===== config.mk =====
export PLATFORM = sky130hd
export DESIGN_NAME = id_operand_stage
export DESIGN_NICKNAME = d
export VERILOG_FILES = /design/src/rtl/opstage_pkg.sv /design/src/rtl/opstage_src_resolve.sv /design/src/rtl/id_operand_stage.sv
export SDC_FILE = /design/constraint.sdc
export NUM_CORES = 1
export LEC_CHECK = 0
export ABC_AREA = 1
export BUFFER_PORTS_ARGS = -buffer_cell sky130_fd_sc_hd__clkbuf_2
export CORE_MARGIN = 4
export CORE_UTILIZATION = 25
export DETAILED_ROUTE_END_ITERATION = 10
export SKIP_CTS_REPAIR_TIMING = 1
export SYNTH_ARGS = -nofsm -noshare
export SYNTH_HDL_FRONTEND = slang
export SYNTH_SLANG_ARGS = --single-unit

===== constraint.sdc =====
create_clock -name clk -period 3.85 [get_ports clk]
set_input_delay 0.77 -clock clk [delete_from_list [all_inputs] [get_ports clk]]
set_output_delay 0.77 -clock clk [all_outputs]
set_load 0.05 [all_outputs]

===== src/rtl/opstage_pkg.sv =====
// Shared types and helpers for the operand-resolve stage: address-width function,
// default register-address width and the bypass-source record.
package opstage_pkg;

   function automatic int clog2(input int n);
      int r;
      r = 0;
      while ((1 << r) < n) r++;
      return (r < 1) ? 1 : r;
   endfunction

   localparam int XLEN_DEF = 32;
   localparam int NREG_DEF = 32;
   localparam int RW = clog2(NREG_DEF);

   // One bypass source as seen by the stage, sized for the default configuration
   typedef struct packed {
      logic                valid;
      logic                we;
      logic [RW-1:0]       addr;
      logic                data_ok;
      logic [XLEN_DEF-1:0] data;
   } byp_rec_t;

endpackage


===== src/rtl/opstage_src_resolve.sv =====
// Resolves one source operand from prioritised bypass sources (index 0 wins)
// or the register-file read data; x0 and disabled sources read as zero.
module opstage_src_resolve
   import opstage_pkg::*;
#(
   parameter int XLEN = 32,
   parameter int NREG = 32,
   parameter int NBYP = 3,
   localparam int AW = clog2(NREG)
) (
   input  logic [AW-1:0]        addr,
   input  logic                 en,
   input  logic [XLEN-1:0]      rf_data,
   input  logic [NBYP-1:0]      byp_valid,
   input  logic [NBYP-1:0]      byp_we,
   input  logic [NBYP*AW-1:0]   byp_addr,
   input  logic [NBYP-1:0]      byp_data_ok,
   input  logic [NBYP*XLEN-1:0] byp_data,
   output logic                 ready,
   output logic [XLEN-1:0]      value
);

   // Scan from lowest priority upward so the youngest matching source is the last writer
   always_comb begin
      ready = 1'b1;
      value = '0;
      if (en && addr != '0) begin
         value = rf_data;
         for (int i = NBYP - 1; i >= 0; i--) begin
            if (byp_valid[i] && byp_we[i] && byp_addr[i*AW +: AW] == addr) begin
               ready = byp_data_ok[i];
               value = byp_data[i*XLEN +: XLEN];
            end
         end
      end
   end

endmodule


===== src/rtl/id_operand_stage.sv =====
// Decode/issue stage: holds one instruction in S0, resolves its operands and registers
// them into OUT. Define OPSTAGE_STALL_CNT_EN to build the hazard-stall cycle counter.
module id_operand_stage
   import opstage_pkg::*;
#(
   parameter int XLEN      = 32,
   parameter int NREG      = 32,
   parameter int NBYP      = 3,
   parameter int PAYLOAD_W = 64,
   localparam int AW = clog2(NREG)
) (
   input  logic                 clk,
   input  logic                 reset,
   input  logic                 flush,
   input  logic                 in_valid,
   output logic                 in_ready,
   input  logic [AW-1:0]        in_rs1,
   input  logic [AW-1:0]        in_rs2,
   input  logic                 in_rs1_en,
   input  logic                 in_rs2_en,
   input  logic [AW-1:0]        in_rd,
   input  logic                 in_rd_en,
   input  logic [PAYLOAD_W-1:0] in_payload,
   output logic [AW-1:0]        rf_raddr1,
   output logic [AW-1:0]        rf_raddr2,
   input  logic [XLEN-1:0]      rf_rdata1,
   input  logic [XLEN-1:0]      rf_rdata2,
   input  logic [NBYP-1:0]      byp_valid,
   input  logic [NBYP-1:0]      byp_we,
   input  logic [NBYP*AW-1:0]   byp_addr,
   input  logic [NBYP-1:0]      byp_data_ok,
   input  logic [NBYP*XLEN-1:0] byp_data,
   output logic                 out_valid,
   input  logic                 out_ready,
   output logic [XLEN-1:0]      out_src1,
   output logic [XLEN-1:0]      out_src2,
   output logic [AW-1:0]        out_rd,
   output logic                 out_rd_en,
   output logic [PAYLOAD_W-1:0] out_payload,
   output logic [31:0]          stall_cycles
);

   logic                 s0_valid;
   logic [AW-1:0]        s0_rs1, s0_rs2, s0_rd;
   logic                 s0_rs1_en, s0_rs2_en, s0_rd_en;
   logic [PAYLOAD_W-1:0] s0_payload;
   logic                 rdy1, rdy2;
   logic [XLEN-1:0]      val1, val2;
   logic                 s0_go, accept;

   assign rf_raddr1 = s0_rs1;
   assign rf_raddr2 = s0_rs2;

   opstage_src_resolve #(.XLEN(XLEN), .NREG(NREG), .NBYP(NBYP)) u_res1 (
      .addr(s0_rs1), .en(s0_rs1_en), .rf_data(rf_rdata1),
      .byp_valid(byp_valid), .byp_we(byp_we), .byp_addr(byp_addr),
      .byp_data_ok(byp_data_ok), .byp_data(byp_data),
      .ready(rdy1), .value(val1)
   );

   opstage_src_resolve #(.XLEN(XLEN), .NREG(NREG), .NBYP(NBYP)) u_res2 (
      .addr(s0_rs2), .en(s0_rs2_en), .rf_data(rf_rdata2),
      .byp_valid(byp_valid), .byp_we(byp_we), .byp_addr(byp_addr),
      .byp_data_ok(byp_data_ok), .byp_data(byp_data),
      .ready(rdy2), .value(val2)
   );

   assign s0_go    = s0_valid & rdy1 & rdy2 & (~out_valid | out_ready);
   assign in_ready = ~s0_valid | s0_go;
   assign accept   = in_valid & in_ready;

   // Flush wins over both a new accept and the S0-to-OUT move
   always_ff @(posedge clk) begin
      if (reset) begin
         s0_valid   <= 1'b0;
         s0_rs1     <= '0;
         s0_rs2     <= '0;
         s0_rd      <= '0;
         s0_rs1_en  <= 1'b0;
         s0_rs2_en  <= 1'b0;
         s0_rd_en   <= 1'b0;
         s0_payload <= '0;
      end else begin
         if (flush)       s0_valid <= 1'b0;
         else if (accept) s0_valid <= 1'b1;
         else if (s0_go)  s0_valid <= 1'b0;
         if (accept) begin
            s0_rs1     <= in_rs1;
            s0_rs2     <= in_rs2;
            s0_rd      <= in_rd;
            s0_rs1_en  <= in_rs1_en;
            s0_rs2_en  <= in_rs2_en;
            s0_rd_en   <= in_rd_en;
            s0_payload <= in_payload;
         end
      end
   end

   // OUT only changes on a load, so fields stay put under back-pressure
   always_ff @(posedge clk) begin
      if (reset) begin
         out_valid   <= 1'b0;
         out_src1    <= '0;
         out_src2    <= '0;
         out_rd      <= '0;
         out_rd_en   <= 1'b0;
         out_payload <= '0;
      end else if (flush) begin
         out_valid <= 1'b0;
      end else if (s0_go) begin
         out_valid   <= 1'b1;
         out_src1    <= val1;
         out_src2    <= val2;
         out_rd      <= s0_rd;
         out_rd_en   <= s0_rd_en;
         out_payload <= s0_payload;
      end else if (out_valid && out_ready) begin
         out_valid <= 1'b0;
      end
   end

`ifdef OPSTAGE_STALL_CNT_EN
   logic [31:0] stall_q;

   // Counts only operand hazards, not downstream back-pressure
   always_ff @(posedge clk) begin
      if (reset)
         stall_q <= '0;
      else if (s0_valid && !(rdy1 && rdy2) && !flush)
         stall_q <= stall_q + 32'd1;
   end

   assign stall_cycles = stall_q;
`else
   assign stall_cycles = '0;
`endif

endmodule

Word level (Yosys, flattened, before mapping) --
Index checks and enable logic that the tools add are counted.
Storage, ports and cells: register bits 218, input port bits 271, output and inout port bits 178, logic and storage cells 67
Operators by class: equal/unequal tests 6, muxes and demuxes 20, reduce and logical (&&, ||, !) cells 18, bitwise operators 9
Operator list (number):
- 32-bit two-way mux | 8
- 5-bit == test | 6
- 1-bit logical AND | 12
- 1-bit two-way mux | 12
- 5-bit nonzero test | 2
- 1-bit bitwise AND | 4
- 2-bit nonzero test | 2
- 1-bit inverter | 3
- 1-bit bitwise OR | 2
- 2-bit AND reduction | 1
- 2-bit OR reduction | 1

Logic depth before layout (Yosys ltp) --
word-level depth 12, gate-level depth with buffers 16, mapped depth without buffers 14

Modules after synthesis --
Synthesis repeated with hierarchy kept, for this count alone.
Unflattened totals: cell total of the unflattened synthesis 2064, area, all modules 12993.7 um2
Modules (own cells, without submodules):
- id_operand_stage | times used 1, cells an instance 1194, area each 8939.8 um2, seq. area each 4364.2 um2
- opstage_src_resolve | times used 2, cells an instance 435, area each 2026.9 um2, seq. area each 0.0 um2

Least setup slack after synthesis --
OpenSTA, ideal clock, no wires.
path kind flip-flop to output port, start register s0_rs2[4] (netlist: rf_raddr2[4]), end output in_ready, path slack 0.904 ns, stages on the path, launching flop included 12, path buffers 3, data required time 3.080 ns, arrival 2.176 ns, cells stage by stage dfxtp_1 > buf_2 > nor2_1 > nor2_1 > nand3_1 > nor2_4 > a21oi_1 > nand2_1 > nand4_2 > nand2_1 > buf_4 > buf_2
On the way: longest elaborated chain between the ends 9, elaborated cells between the ends (all ways) 15, those cells by class eq/ne (3); mux (4); bitwise (3); reduce/logical (5)
Ends and longest elaborated chain:
- start: declaration | RTL line id_operand_stage.sv:44 | logic [AW-1:0] s0_rs1, s0_rs2, s0_rd;
- start signal: assignment | RTL line id_operand_stage.sv:89 | s0_rs2 <= in_rs2;
- 5-bit == test | RTL line opstage_src_resolve.sv:30 | if (byp_valid[i] && byp_we[i] && byp_addr[i*AW +: AW] == addr) begin
- 1-bit logical AND | RTL line opstage_src_resolve.sv:30
- 1-bit two-way mux (3 in a row) | RTL line opstage_src_resolve.sv:30
- 1-bit two-way mux (*) | RTL line opstage_src_resolve.sv:27 | if (en && addr != '0) begin
- 1-bit bitwise AND (*) (2 in a row) | RTL line id_operand_stage.sv:68 | assign s0_go = s0_valid & rdy1 & rdy2 & (~out_valid | out_ready);
- 1-bit bitwise OR (*) | RTL line id_operand_stage.sv:69 | assign in_ready = ~s0_valid | s0_go;
- end: declaration | RTL line id_operand_stage.sv:16 | output logic in_ready,
Mark *: on every way between the ends. The rest lies on a longest branch, timed or not.

Final worst setup path --
start register s0_rs1[4] (netlist: rf_raddr1[4]), end output in_ready
On the way: longest elaborated chain between the ends 10, elaborated cells between the ends (all ways) 16, those cells by class eq/ne (3); mux (4); bitwise (4); reduce/logical (5)
Ends and longest elaborated chain:
- start: declaration | RTL line id_operand_stage.sv:44
- start signal: assignment | RTL line id_operand_stage.sv:88 | s0_rs1 <= in_rs1;
- 5-bit == test | RTL line opstage_src_resolve.sv:30
- 1-bit logical AND | RTL line opstage_src_resolve.sv:30
- 1-bit two-way mux (3 in a row) | RTL line opstage_src_resolve.sv:30
- 1-bit two-way mux (*) | RTL line opstage_src_resolve.sv:27
- 1-bit bitwise AND (*) (3 in a row) | RTL line id_operand_stage.sv:68
- 1-bit bitwise OR (*) | RTL line id_operand_stage.sv:69
Marked as above.

==> flow_metrics.py <==
metrics = {
    "synthesis": {
        "syn_avg_cell_area_um2": 6.01,
        "yosysSeqAreaShare_pct": 36.3,
        "netlist_instances": 2000,
        "synth_warnings": 0,
        "ys_types": 27,
        "synth_top_area_cell": "dfxtp_1",
        "synth.area.top_cells": "dfxtp_1 (36%), nand2_1 (18%), nor2_1 (12%)",
        "ys_ff_latch": 218,
        "synthesis.area_um2": 12000,
        "synth_top_area_share_pct": 36.3,
    },
    "worst_setup_path": {
        "crit_type": "flop to primary output",
        "worst_setup_path_start_kind": "flop",
        "worstPathArrival_ns": 2.68,
        "crit_path_end_kind": "primary output",
        "cp_max_fo": 12,
        "crit_required_ns": 3.08,
    },
    "drt": {
        "first_iter_violations": 696,
        "vias": 13007,
        "wl_per_cell_um": 15.0,
        "routed_wl_um": 44600,
        "final_antenna_net_count": 0,
        "dr.pass1.iters": 5,
        "drc": 0,
        "via_per_inst": 4.38,
    },
    "power_and_ir_drop": {
        "power_density_nw_per_um2": 411,
        "ir_drop_v": 0.000282,
        "switching_share_pct": 30.5,
        "internal_power_mw": 4.39,
        "combPwrFrac_pct": 19.0,
        "power.switching_mw": 1.92,
        "pwr-share-seq_pct": 39.1,
        "power_leakage_nw": 7.85,
        "pwr-share-clk_pct": 42.0,
    },
    "clocking": {
        "path_clk_slew_ns": 0.06,
        "root_buffer": "clkbuf_16",
        "insertion_delay_ns": 0.56,
        "clock_path_buffers": 3,
        "cts_buffers": 26,
        "h-tree-depth": 1,
        "cts.sinks": 218,
        "cts_tree": "done",
    },
    "floorplan": {
        "dieArea_um2": 51700,
        "io_pins": 449,
        "coreArea_um2": 47600,
        "initial_utilization_pct": 25.2,
        "die_h_um": 227,
        "rows": 80,
        "die_x_um": 227,
    },
    "cells_and_area": {
        "fin_nets": 2603,
        "drive_gt1_share_pct": 21.3,
        "area_delta_synth_final_pct": 27.7,
        "final_area_um2": 15400,
    },
    "placement": {
        "place.gp.congestion": 0.856,
        "hpwlAfterDp_um": 32300,
        "portBuffers": 416,
        "place_area_um2": 14400,
        "dp_slack_ns": 0.631,
    },
    "sta": {
        "setup_slack_ns": 0.400,
        "fmax_mhz": 290,
        "skew_ns": 0.0309,
        "rsz0062_at_grt": "no",
        "relSlewSlack_pct": 20.1,
        "slew_viol_final": 0,
        "fin_crit_sh_pct": 89.6,
        "tightest_slew_ns": 1.20,
        "tns_ns": 0,
        "hold_viol": 0,
        "finalCriticalPeriod_ns": 3.45,
        "setup_viol": 0,
    },
    "global_routing": {
        "grt_pass1_wl_um": 66100,
        "grt_overflow": 0,
        "grt_pass1_vias": 11560,
        "grt_antenna_before_repair": 9,
        "grt_max_degree": 165,
        "grt_util_all_layers_pct": 16.1,
    },
    "run": {
        "cap_viol_max_count": 0,
    },
    "outcome": {
        "status": "finished, final reports clean",
    },
    "worst_hold_path": {
        "hold_class": "flop to flop",
    },
}
## final timing paths
kind	start	to	slack (ns)	depth (start not counted)
setup / recovery	rf_raddr1[4]$_SDFFE_PP0P_	in_ready	0.40	10
hold / removal	s0_payload[3]$_SDFFE_PP0P_	s0_payload[3]$_SDFFE_PP0P_	0.48	2
setup reg to reg	rf_raddr1[4]$_SDFFE_PP0P_	out_src1[0]$_SDFFE_PP0P_	0.92	10
hold reg to reg	s0_payload[3]$_SDFFE_PP0P_	s0_payload[3]$_SDFFE_PP0P_	0.48	2
## stage by stage
step           std cells  power [mW]  hold WS [ns]  utilization, %
5_1_grt             2969        6.64         0.477            32.2
4_1_cts             2967        6.41         0.457            32.2
3_3_place_gp        2919        3.71         0.461            30.3
3_5_place_dp        2919        3.72         0.467            30.3
2_1_floorplan       2031        3.35         0.448               -
6_report            2972        6.31         0.477            32.2
## power groups by stage
stage          Sequential, mW  Clock [mW]  Combinational [mW]
6_report                 2.47        2.65                1.20
5_1_grt                  2.48        2.83                1.33
2_1_floorplan            2.71           0               0.641
3_3_place_gp             2.51           0                1.20
4_1_cts                  2.47        2.74                1.20
3_5_place_dp             2.52           0                1.20
## synthesized netlist by cell type
cell / n
clkbuf_1: 62
clkinv_1: 1
nand4_1: 5
nand3_1: 152
o211ai_1: 65
xor2_1: 3
inv_2: 8
inv_1: 241
xnor2_1: 4
nor3_1: 3
dfxtp_1: 218
nor2_4: 2
a211oi_1: 1
buf_1: 21
nand2_1: 591
buf_6: 2
nor2_1: 375
buf_4: 51
conb_1: 1
nor2_2: 1
a21oi_1: 151
buf_2: 29
nand3_2: 2
o21ai_0: 6
a221oi_1: 1
o21ai_1: 3
nand4_2: 1
## metal layers
layer / vias to the layer above / GRT usage (%) / share of wire [%]
met5: - / 0 / 0.083
met4: 6 / 5.11 / 2.8
met1: 5752 / 21.3 / 45
li1: 6748 / - / -
met2: 433 / 25.6 / 44
met3: 68 / 4.42 / 8.7
## cell families after synthesis
logic type                share of synthesized area [%]
AOI/OAI and AO/OA                                  10.8
other                                            0.0312
and+or+nand+nor                                    37.4
xor gates and xnor gates                          0.510
DFF                                                36.3
buffers and inverters                              15.0
## layout make-up
| type | instances | area [um^2] |
|---|---|---|
| diodes | 5 | 12.5 |
| clock buffers | 36 | 748 |
| clock inverters | 12 | 180 |
| fillers | 5391 | 32300 |
| inverters | 250 | 943 |
| multi-input cells | 1398 | 6030 |
| flip-flops and latches | 218 | 4360 |
| well taps | 615 | 769 |
| repair buffers | 438 | 2320 |
## cell usage in the layout, fill, tap and decap left out, drive strengths merged
master / Yosys / final
nand2: 591 / 591
dfxtp: 218 / 218
clkbuf: 62 / 451
xnor2: 4 / 4
buf: 103 / 23
bufinv: 0 / 4
a211oi: 1 / 1
o21ai: 9 / 9
nor2: 378 / 378
inv: 249 / 250
nand4: 6 / 6
a21oi: 151 / 151
a221oi: 1 / 1
clkinvlp: 0 / 2
diode: 0 / 5
conb: 1 / 32
nand3: 154 / 154
o211ai: 65 / 65
clkinv: 1 / 6
nor3: 3 / 3
xor2: 3 / 3
## state kept, by name (all words and copies together), names as in the netlist
signal       flops
out_src1        32
out_rd           5
out_src2        32
s0_valid         1
rf_raddr2        5
s0_rs2_en        1
s0_payload      64
out_payload     64
s0_rs1_en        1
rf_raddr1        5
out_valid        1
s0_rd            5
out_rd_en        1
s0_rd_en         1
## worst max-delay path: stages (launching register included)
cell      delay [ns]
dfxtp_1         0.67
xnor2_1         0.15
nand4_1         0.14
nor2_4          0.06
buf_4           0.18
nor2_1          0.11
nand2_1         0.06
nand2_1         0.07
nand4_2         0.22
nand2_4         0.15
clkbuf_2        0.31
(Power assumes the default switching activity.)
